## config.mk

```make
export PLATFORM = sky130hd
export DESIGN_NAME = n64_pif_bus_master
export DESIGN_NICKNAME = d
export VERILOG_FILES = /design/src/rtl/n64_pif_bus_master.sv
export SDC_FILE = /design/constraint.sdc
export NUM_CORES = 1
export LEC_CHECK = 0
export ABC_AREA = 1
export CORE_ASPECT_RATIO = 0.9
export CORE_MARGIN = 2
export CORE_UTILIZATION = 56
export CTS_BUF_LIST = sky130_fd_sc_hd__clkbuf_16
export DETAILED_ROUTE_END_ITERATION = 10
export GPL_TIMING_DRIVEN = 0
export PLACE_DENSITY = 0.85
export SLEW_MARGIN = 10
export SYNTH_ARGS = -nofsm -noshare
export SYNTH_HDL_FRONTEND = slang
export SYNTH_SLANG_ARGS = --single-unit
```

## constraint.sdc

```tcl
create_clock -name clk -period 5.5 [get_ports clk]
set_clock_uncertainty 0.15 [all_clocks]
set_input_delay 0.55 -clock clk [delete_from_list [all_inputs] [get_ports clk]]
set_output_delay 0.55 -clock clk [all_outputs]
set_load 0.01 [all_outputs]
```

## src/rtl/n64_pif_bus_master.sv

```systemverilog
// n64_pif_bus_master
// RCP-side initiator for the RCP<->PIF serial link. Sends a start bit and an
// 11-bit command {op, addr} and then waits for the PIF ack. After the ack it
// either receives or transmits 1 or 16 32-bit words, MSB first.
//
// Ports:
//   clk, reset_l               system clock, async active-low reset
//   cmd_valid/cmd_ready        host command handshake (cmd_op, cmd_addr)
//   wr_data/wr_pop             show-ahead write word, pop pulse on consume
//   rd_data/rd_valid           received word and its 1-clk strobe
//   done, err_timeout          completion / ack-timeout pulses
//   busy                       transaction in progress
//   pif_clk, rsp_out, pif_in   serial clock, RCP->PIF line, PIF->RCP line
module n64_pif_bus_master #(
  parameter int CLK_DIV     = 4,
  parameter int ACK_TIMEOUT = 64
) (
  input  logic        clk,
  input  logic        reset_l,
  input  logic        cmd_valid,
  output logic        cmd_ready,
  input  logic [1:0]  cmd_op,
  input  logic [8:0]  cmd_addr,
  input  logic [31:0] wr_data,
  output logic        wr_pop,
  output logic [31:0] rd_data,
  output logic        rd_valid,
  output logic        done,
  output logic        err_timeout,
  output logic        busy,
  output logic        pif_clk,
  output logic        rsp_out,
  input  logic        pif_in
);

  localparam int DW = $clog2(CLK_DIV);
  localparam int AW = $clog2(ACK_TIMEOUT + 1);

  typedef enum logic [2:0] {
    S_IDLE     = 3'd0,
    S_START    = 3'd1,
    S_CMD      = 3'd2,
    S_WAIT_ACK = 3'd3,
    S_RD_DATA  = 3'd4,
    S_WR_START = 3'd5,
    S_WR_DATA  = 3'd6,
    S_WR_END   = 3'd7
  } state_t;

  state_t          state_r, state_nx;
  logic [DW-1:0]   div_cnt_r;
  logic            pif_clk_r;
  logic            sync1_r, sync2_r;
  logic            is_wr_r, is_wr_nx;
  logic [31:0]     sh_r, sh_nx;
  logic [4:0]      bit_idx_r, bit_idx_nx;
  logic [4:0]      words_r, words_nx;
  logic [AW-1:0]   ack_cnt_r, ack_cnt_nx;
  logic            rsp_r, rsp_nx;
  logic [31:0]     rd_data_r, rd_data_nx;
  logic            rd_valid_r, rd_valid_nx;
  logic            wr_pop_r, wr_pop_nx;
  logic            done_r, done_nx;
  logic            err_r, err_nx;
  logic            cmd_ready_r, cmd_ready_nx;
  logic            busy_r;

  logic accept_s, wrap_s, rise_s, fall_s, last_word_s;

  assign accept_s    = cmd_valid & cmd_ready_r;
  assign wrap_s      = (div_cnt_r == DW'(CLK_DIV - 1)) && (state_r != S_IDLE);
  assign rise_s      = wrap_s & ~pif_clk_r;
  assign fall_s      = wrap_s & pif_clk_r;
  assign last_word_s = (words_r == 5'd1);

  // Serial clock divider; held at zero whenever the machine is (or is about to be) idle.
  always_ff @(posedge clk or negedge reset_l) begin
    if (!reset_l) begin
      div_cnt_r <= '0;
      pif_clk_r <= 1'b0;
    end else if (state_nx == S_IDLE) begin
      div_cnt_r <= '0;
      pif_clk_r <= 1'b0;
    end else if (div_cnt_r == DW'(CLK_DIV - 1)) begin
      div_cnt_r <= '0;
      pif_clk_r <= ~pif_clk_r;
    end else begin
      div_cnt_r <= div_cnt_r + DW'(1);
    end
  end

  // Two-flop synchroniser for the PIF->RCP line (idle high).
  always_ff @(posedge clk or negedge reset_l) begin
    if (!reset_l) begin
      sync1_r <= 1'b1;
      sync2_r <= 1'b1;
    end else begin
      sync1_r <= pif_in;
      sync2_r <= sync1_r;
    end
  end

  // State register.
  always_ff @(posedge clk or negedge reset_l) begin
    if (!reset_l) begin
      state_r <= S_IDLE;
    end else begin
      state_r <= state_nx;
    end
  end

  // Next-state logic: line-driving states advance on rise ticks, sampling states on fall ticks.
  always_comb begin
    state_nx = state_r;
    case (state_r)
      S_IDLE:     if (accept_s) state_nx = S_START; else state_nx = S_IDLE;
      S_START:    if (rise_s) state_nx = S_CMD; else state_nx = S_START;
      // Index 11 is the extra rise tick that returns the line high before the ack window.
      S_CMD:      if (rise_s && bit_idx_r == 5'd11) state_nx = S_WAIT_ACK; else state_nx = S_CMD;
      S_WAIT_ACK: begin
        if (fall_s && !sync2_r) begin
          if (is_wr_r) state_nx = S_WR_START; else state_nx = S_RD_DATA;
        end else if (fall_s && ack_cnt_r == AW'(ACK_TIMEOUT - 1)) begin
          state_nx = S_IDLE;
        end else begin
          state_nx = S_WAIT_ACK;
        end
      end
      S_RD_DATA:  if (fall_s && bit_idx_r == 5'd31 && last_word_s) state_nx = S_IDLE; else state_nx = S_RD_DATA;
      S_WR_START: if (rise_s) state_nx = S_WR_DATA; else state_nx = S_WR_START;
      S_WR_DATA:  if (rise_s && bit_idx_r == 5'd31 && last_word_s) state_nx = S_WR_END; else state_nx = S_WR_DATA;
      S_WR_END:   if (rise_s) state_nx = S_IDLE; else state_nx = S_WR_END;
      default:    state_nx = S_IDLE;
    endcase
  end

  // Output and datapath next values; the shift register carries the command, then data words.
  always_comb begin
    is_wr_nx    = is_wr_r;
    sh_nx       = sh_r;
    bit_idx_nx  = bit_idx_r;
    words_nx    = words_r;
    ack_cnt_nx  = ack_cnt_r;
    rsp_nx      = rsp_r;
    rd_data_nx  = rd_data_r;
    rd_valid_nx = 1'b0;
    wr_pop_nx   = 1'b0;
    done_nx     = 1'b0;
    err_nx      = 1'b0;
    case (state_r)
      S_IDLE: begin
        rsp_nx = 1'b1;
        if (accept_s) begin
          is_wr_nx   = cmd_op[1];
          sh_nx      = {cmd_op, cmd_addr, 21'd0};
          words_nx   = cmd_op[0] ? 5'd16 : 5'd1;
          bit_idx_nx = 5'd0;
        end else begin
          bit_idx_nx = bit_idx_r;
        end
      end
      S_START: begin
        if (rise_s) rsp_nx = 1'b0; else rsp_nx = rsp_r;
      end
      S_CMD: begin
        if (rise_s && bit_idx_r == 5'd11) begin
          rsp_nx     = 1'b1;
          ack_cnt_nx = '0;
        end else if (rise_s) begin
          rsp_nx     = sh_r[31];
          sh_nx      = {sh_r[30:0], 1'b0};
          bit_idx_nx = bit_idx_r + 5'd1;
        end else begin
          rsp_nx = rsp_r;
        end
      end
      S_WAIT_ACK: begin
        if (fall_s && !sync2_r) begin
          bit_idx_nx = 5'd0;
        end else if (fall_s && ack_cnt_r == AW'(ACK_TIMEOUT - 1)) begin
          err_nx = 1'b1;
        end else if (fall_s) begin
          ack_cnt_nx = ack_cnt_r + AW'(1);
        end else begin
          ack_cnt_nx = ack_cnt_r;
        end
      end
      S_RD_DATA: begin
        if (fall_s) begin
          sh_nx = {sh_r[30:0], sync2_r};
          if (bit_idx_r == 5'd31) begin
            rd_data_nx  = {sh_r[30:0], sync2_r};
            rd_valid_nx = 1'b1;
            bit_idx_nx  = 5'd0;
            if (last_word_s) done_nx = 1'b1; else words_nx = words_r - 5'd1;
          end else begin
            bit_idx_nx = bit_idx_r + 5'd1;
          end
        end else begin
          sh_nx = sh_r;
        end
      end
      S_WR_START: begin
        if (rise_s) begin
          rsp_nx     = 1'b0;
          sh_nx      = wr_data;
          wr_pop_nx  = 1'b1;
          bit_idx_nx = 5'd0;
        end else begin
          rsp_nx = rsp_r;
        end
      end
      S_WR_DATA: begin
        if (rise_s) begin
          rsp_nx = sh_r[31];
          sh_nx  = {sh_r[30:0], 1'b0};
          if (bit_idx_r == 5'd31) begin
            bit_idx_nx = 5'd0;
            // Reload directly behind the outgoing LSB so words run back to back.
            if (!last_word_s) begin
              sh_nx     = wr_data;
              wr_pop_nx = 1'b1;
              words_nx  = words_r - 5'd1;
            end else begin
              words_nx = words_r;
            end
          end else begin
            bit_idx_nx = bit_idx_r + 5'd1;
          end
        end else begin
          rsp_nx = rsp_r;
        end
      end
      S_WR_END: begin
        if (rise_s) begin
          rsp_nx  = 1'b1;
          done_nx = 1'b1;
        end else begin
          rsp_nx = rsp_r;
        end
      end
      default: begin
        rsp_nx = 1'b1;
      end
    endcase
    // Ready only after a full idle clock, so it trails done/err_timeout by one clk.
    cmd_ready_nx = (state_r == S_IDLE) && (state_nx == S_IDLE);
  end

  // Output and datapath registers.
  always_ff @(posedge clk or negedge reset_l) begin
    if (!reset_l) begin
      is_wr_r     <= 1'b0;
      sh_r        <= 32'd0;
      bit_idx_r   <= 5'd0;
      words_r     <= 5'd0;
      ack_cnt_r   <= '0;
      rsp_r       <= 1'b1;
      rd_data_r   <= 32'd0;
      rd_valid_r  <= 1'b0;
      wr_pop_r    <= 1'b0;
      done_r      <= 1'b0;
      err_r       <= 1'b0;
      cmd_ready_r <= 1'b1;
      busy_r      <= 1'b0;
    end else begin
      is_wr_r     <= is_wr_nx;
      sh_r        <= sh_nx;
      bit_idx_r   <= bit_idx_nx;
      words_r     <= words_nx;
      ack_cnt_r   <= ack_cnt_nx;
      rsp_r       <= rsp_nx;
      rd_data_r   <= rd_data_nx;
      rd_valid_r  <= rd_valid_nx;
      wr_pop_r    <= wr_pop_nx;
      done_r      <= done_nx;
      err_r       <= err_nx;
      cmd_ready_r <= cmd_ready_nx;
      busy_r      <= ~cmd_ready_nx;
    end
  end

  assign cmd_ready   = cmd_ready_r;
  assign busy        = busy_r;
  assign pif_clk     = pif_clk_r;
  assign rsp_out     = rsp_r;
  assign rd_data     = rd_data_r;
  assign rd_valid    = rd_valid_r;
  assign wr_pop      = wr_pop_r;
  assign done        = done_r;
  assign err_timeout = err_r;

endmodule

```

==> results.ini, run 1 <==
[outcome]
status=finished clean

[setup_path]
crit_arrival_ps=2610
crit_type=register to register
reg2reg_from=bit_idx_r[0]
crit_path_end_kind=register
start_kind=register
cp_max_fo=10
startpoint=bit_idx_r[0]
cp_data_required_time_ps=5630

[pwr]
switching_share_pct=39.4
p_seq_share_pct=34.3
intPower_mw=1.63
p_sw_mw=1.06
vdd_drop_max_uv=300
leakage_nw=2.94
clockPowerShare_pct=27.3
cellPowerDensity_mw_per_mm2=447
pwr-share-comb_pct=38.4

[synth]
syn_area_sq_mm=0.00467
yosysSeqAreaShare_pct=52.1
syn_inst=567
synth_warnings=0
avgSynthCellArea_sq_um=8.24
syn-num-nets=621
synth.distinct_cells=37
yosys_register_bits=97

[timing]
hold_violations=0
rsz0062_at_grt=false
tns_ps=0
worst_slack_ps=3020
finalCritPeriodShare_pct=45.0
slew_violations=0
period_needed_ps=2480
worst_slew_pin_slew_ps=572
fmax_ghz=0.404
slew_headroom_pct=61.7
setup_violations=0

[cells_and_area]
final_nets=719
diodes=0
area_growth_pct=28.9
final_common_cell=nand2_1
nFillCells=605
layout-drive-gt1-share_pct=7.91
layout_common_cells=nand2_1, dfrtp_1, clkdlybuf4s50_1

[global_routing]
grt_max_degree=63
grt_overflow=0
grt_use_total_pct=28.3
grt_pass1_wl_mm=20.3
antenna_found_initial=0
grt_pass1_vias=4170

[route]
drtIter0Drc=290
vias=4285
via_per_inst=5.57
routed_wl_mm=12.2
remaining_drc_errors=0
wire_per_inst_um=15.9
ant_nets=0
drt_pre_antenna_iters=6

[worst_hold_path]
hold_class=input pin to asynchronous set/reset pin

[clock_network]
cts.repair.resized=0
holdBufCountCts=0
cts_sinks=97
clockRootBuffer=clkbuf_16
clk_latency_ps=350
numCtsBuffers=9
cts_tree=done
cts_buffer_depth=2
cts.clk_slew.worst_paths_ps=70
cts.htree.levels=3
cts_setup_buffers=0

[floorplan]
die_x_um=100
core_area_sq_mm=0.00807
initial_utilization_pct=57.9
die_area_sq_mm=0.00909
io_pins=87
row_count=31
die_h_um=90.6

[place]
dpl.hpwl_mm=8.56
portBuffers=86
place_ws_ps=3090
place.gp.congestion=0.913

[job]
maxCapViolCount=0

==> critical path, stage by stage, from the launching register on <==
cell	delay [ps]
dfrtp_1	400
ha_1	230
nand2_1	90
nor2_1	50
ha_1	260
a21oi_1	270
nand2_1	80
nand2_1	130
clkbuf_1	410
a22oi_1	180
o21ai_2	150
==> power groups by stage <==
stage	Combinational [mW]	Clock [mW]	Sequential, mW
after CTS	1.02	0.733	0.922
after global placement	0.971	0	0.928
after global routing	1.15	0.766	0.937
after detailed placement	1.00	0	0.932
after floorplan	0.723	0	0.917
final	1.03	0.735	0.924
==> kinds of logic after synthesis <==
| kind of cell | synth area share [%] |
|---|---|
| AND/OR/NAND/NOR | 26.1 |
| buffers and inverters | 6.70 |
| flip-flops | 52.1 |
| adder cells (fa/ha/maj) | 2.04 |
| AO/OA/AOI/OAI | 11.8 |
| XOR/XNOR | 1.31 |
==> through the flow <==
| stage | hold WS, ps | cell area, sq um | instances | utilization (%) | power [mW] |
|---|---|---|---|---|---|
| after detailed placement | 197 | 5680 | 753 | 70.4 | 1.93 |
| after CTS | 30.6 | 6020 | 769 | 74.6 | 2.68 |
| after floorplan | 104 | 4670 | 567 | - | 1.64 |
| after global placement | 196 | 5660 | 752 | 70.1 | 1.90 |
| final | 15.6 | 6020 | 769 | 74.6 | 2.69 |
| after global routing | 56.7 | 6020 | 769 | 74.6 | 2.85 |
==> Yosys cell counts, drive strengths merged <==
cell / number / share of area [%]
a21oi: 6 / 0.72
a22oi: 20 / 3.2
a31oi: 2 / 0.27
buf: 12 / 1.9
clkbuf: 8 / 0.64
clkinv: 2 / 0.16
dfrtp: 93 / 50
dfstp: 4 / 2.3
fa: 1 / 0.43
ha: 6 / 1.6
inv: 50 / 4.0
nand2: 223 / 18
nand3: 32 / 3.5
nand4: 4 / 0.54
nor2: 31 / 3.2
nor3: 4 / 0.54
o211ai: 4 / 1.0
o21ai: 53 / 5.9
o22ai: 1 / 0.13
o31ai: 3 / 0.48
or2: 1 / 0.13
xor2: 7 / 1.3
==> per-layer routing <==
| metal | up-vias | global-route usage (%) | routed length (um) |
|---|---|---|---|
| li1 | 2019 | - | - |
| met1 | 2077 | 39.4 | 5360 |
| met2 | 164 | 45.1 | 5970 |
| met3 | 25 | 4.95 | 671 |
| met4 | 0 | 9.47 | 228 |
| met5 | - | 0 | 0 |
==> state kept, by name, indices dropped and copies added (netlist names), 2 cells and up <==
name / cells
ack_cnt_r: 7
bit_idx_r: 5
div_cnt_r: 2
rd_data: 32
sh_r: 32
state_r: 3
words_r: 5
==> layout make-up <==
type | count | area, sq um | area share (%)
sequential | 97 | 2430 | 40.4
multi-input combinational | 398 | 1930 | 32.0
timing repair buffer | 87 | 886 | 14.7
clock buffer | 9 | 225 | 3.74
inverter | 52 | 195 | 3.24
tap | 99 | 124 | 2.06
buffer | 20 | 118 | 1.95
clock inverter | 7 | 116 | 1.93
==> final timing paths <==
| path | endpoint | slack, ps | cells after the start |
|---|---|---|---|
| min | pif_clk | 20 | 1 |
| max | sh_r[18] | 3020 | 10 |
| min in group clk | sync2_r | 210 | 0 |
| min reg2reg | sync2_r | 210 | 0 |
| max reg2reg | sh_r[18] | 3020 | 10 |
| max in group asynchronous | sync2_r | 4490 | 2 |
Note: power is estimated with default switching activity, not from simulation.
==> inputs of run 2 (changes only) <==
--- a/config.mk
+++ b/config.mk
@@ -8,11 +8,11 @@
 export ABC_AREA = 1
 export CORE_ASPECT_RATIO = 0.9
 export CORE_MARGIN = 2
-export CORE_UTILIZATION = 56
+export CORE_UTILIZATION = 47
 export CTS_BUF_LIST = sky130_fd_sc_hd__clkbuf_16
 export DETAILED_ROUTE_END_ITERATION = 10
 export GPL_TIMING_DRIVEN = 0
-export PLACE_DENSITY = 0.85
+export PLACE_DENSITY = 0.76
 export SLEW_MARGIN = 10
 export SYNTH_ARGS = -nofsm -noshare
 export SYNTH_HDL_FRONTEND = slang
==> constraint.sdc (replaced) <==
create_clock -name clk -period 2.1 [get_ports clk]
set_clock_uncertainty 0.15 [all_clocks]
set_input_delay 0.21 -clock clk [delete_from_list [all_inputs] [get_ports clk]]
set_output_delay 0.21 -clock clk [all_outputs]
set_load 0.01 [all_outputs]
==> run 2 against run 1 <==
Net effect:
- sequential share of layout area down 2.4 points
- register-to-register slack worse by 3000 ps
- setup slack lost 3000 ps
- sequential power rose to 2.6 times the previous value
- critical endpoint is now sh_r[19]
- count of clock-buffer cells in the layout is the same
- highest routed layer unchanged
==> results.ini, run 2 (synthesis results as in run 1) <==
[cells_and_area]
regArea_sq_mm=0.00243  ; +0.10%
layout-drive-gt1-share_pct=16.4  ; +8.5 points
diodes=0  ; unchanged
multi_input_area_sq_mm=0.00209  ; +8.6%
final_cell_count_no_fill=820  ; +6.6%
final_nets=743  ; +3.3%
layout_common_cells=nand2_1, dfrtp_1, clkdlybuf4s50_1
area_growth_pct=37.3
final_common_cell=nand2_1
nFillCells=805  ; +33%

[route]
ant_nets=0  ; unchanged
drt_pre_antenna_iters=5  ; -1
wire_per_inst_um=14.7  ; -7.8%
remaining_drc_errors=0  ; unchanged
drtIter0Drc=259  ; -11%
via_per_inst=5.24  ; -6.0%
vias=4296  ; +0.26%
routed_wl_mm=12.0  ; -1.7%

[setup_path]
crit_path_end_kind=register
crit_type=register to register
endpoint=sh_r[19]
crit_arrival_ps=2130  ; -480 ps
r2r_end=sh_r[19]
cp_max_fo=10  ; unchanged
start_kind=register
r2r_setup_slack_ps=50  ; -2970 ps
startpoint=state_r[1]
reg2regPathDepth=12  ; +2
reg2reg_from=state_r[1]
cp_data_required_time_ps=2180  ; -3450 ps

[pwr]
cellPowerDensity_mw_per_mm2=1120  ; +150%
p_sw_mw=2.93  ; +180%
vdd_drop_max_uv=682  ; +130%
switching_share_pct=40.8  ; +1.4 points
intPower_mw=4.25  ; +160%
leakage_nw=3.06  ; +4.1%
pwr-share-comb_pct=44.2  ; +5.8 points
total_power_mw=7.18  ; +170%
p_seq_share_pct=33.8  ; -0.5 points
clockPowerShare_pct=22.0  ; -5.3 points

[global_routing]
grt_max_degree=62  ; -1.6%
grt_overflow=0  ; unchanged
grt_use_total_pct=22.7  ; -5.6 points
grt_pass1_wl_mm=19.3  ; -4.9%
grt_pass1_vias=4021  ; -3.6%
antenna_found_initial=0  ; unchanged

[floorplan]
initial_utilization_pct=48.4  ; -9.5 points
die_area_sq_mm=0.0108  ; +18%
die_h_um=98.6  ; +8.7%
die_x_um=109  ; +8.8%
io_pins=87  ; unchanged
core_area_sq_mm=0.00966  ; +20%
row_count=34  ; +9.7%

[outcome]
status=finished clean

[clock_network]
clockRootBuffer=clkbuf_16
cts.clk_slew.worst_paths_ps=70  ; about the same
cts_sinks=97  ; unchanged
numCtsBuffers=9  ; unchanged
cts_buffer_depth=2  ; unchanged
cts_tree=done
cts.htree.levels=3  ; unchanged
clk_latency_ps=340  ; about the same

[place]
place.gp.congestion=0.892  ; -2.3%
dpl.hpwl_mm=8.45  ; -1.3%
dp_cells=780  ; +3.6%
portBuffers=86  ; unchanged

[timing]
slew_violations=0  ; unchanged
hold_violations=0  ; unchanged
worst_slew_pin_slew_ps=499  ; -72.9 ps
slew_headroom_pct=66.7  ; +5.0 points
finalCritPeriodShare_pct=97.5  ; +52 points
period_needed_ps=2050  ; -430 ps
fmax_ghz=0.489  ; +21%
fin_hold_ws_ps=126  ; +110 ps
setup_violations=0  ; unchanged
tns_ps=0  ; unchanged

[job]
maxCapViolCount=0  ; unchanged

[worst_hold_path]
hold_class=input pin to register

## run 2: cell count changes in the layout (fill, tap and decap cells not counted), moves of 4 or more
cell / delta
nor2_1: -7
nor2_4: +4
clkbuf_1: -6
clkbuf_2: +4
buf_4: +19
nand2_2: +9
nand2_1: -9
## run 2: final cells by class
cell class | count | share of cell area (%)
repair buffers | 111 | 16.7
clock inverters | 7 | 0.995
flip-flops and latches | 97 | 38.0
clock buffers | 9 | 3.51
plain buffers | 20 | 2.61
well taps | 126 | 2.46
inverters | 52 | 3.14
multi-input cells | 398 | 32.6
## run 2: worst max-delay path, cell delays in order (launching register included)
cell and delay [ps]:
dfrtp_1 370, buf_6 140, nor2_4 160, a21oi_2 90, buf_4 140, nand2_2 140, o211ai_4 120, nor2_8 130
inv_2 60, buf_8 140, buf_8 140, nand2_1 80, o21ai_2 60
## run 2: worst min-delay path by stage
stage | startpoint | end | depth (start not counted)
after global placement | sync1_r | sync2_r | 0
after global routing | pif_in | sync1_r | 1
after detailed placement | reset_l | bit_idx_r[4] | 1
after CTS | pif_in | sync1_r | 1
final | pif_in | sync1_r | 1
after floorplan | reset_l | ack_cnt_r[0] | 0
## run 2: power groups by stage
stage | clock network, mW | registers (mW) | logic, mW
2_1_floorplan | 0 | 2.40 | 1.89
3_3_place_gp | 0 | 2.43 | 2.56
3_5_place_dp | 0 | 2.44 | 2.64
4_1_cts | 1.62 | 2.41 | 2.80
5_1_grt | 1.70 | 2.46 | 3.50
6_report | 1.58 | 2.43 | 3.17
## run 2: through the flow
step,area (sq um),setup slack (ps),utilization [%]
3_3_place_gp,5690,-2920,58.9
6_report,6410,53.3,66.4
3_5_place_dp,5710,-360,59.2
4_1_cts,6100,3.08,63.2
2_1_floorplan,4670,91.1,-
5_1_grt,6410,-17.6,66.4
## run 2: routing by layer
layer | up-vias | GRT usage (%) | wire length, um | part of all wire [%]
li1 | 2068 | - | - | -
met1 | 2038 | 33.9 | 5300 | 44
met2 | 173 | 33.5 | 5670 | 47
met3 | 17 | 5.49 | 886 | 7.4
met4 | 0 | 5.23 | 176 | 1.5
met5 | - | 0 | 0 | 0
## run 2: what timing repair did
action                                 4_1_cts  5_1_grt
cloned                                       0        1
gates resized for setup                     26       44
endpoints found under the hold margin       34        0
setup endpoints to repair                   86       84
hold buffers                                 1        0
setup buffers                                2       20
pin swaps                                    3        7
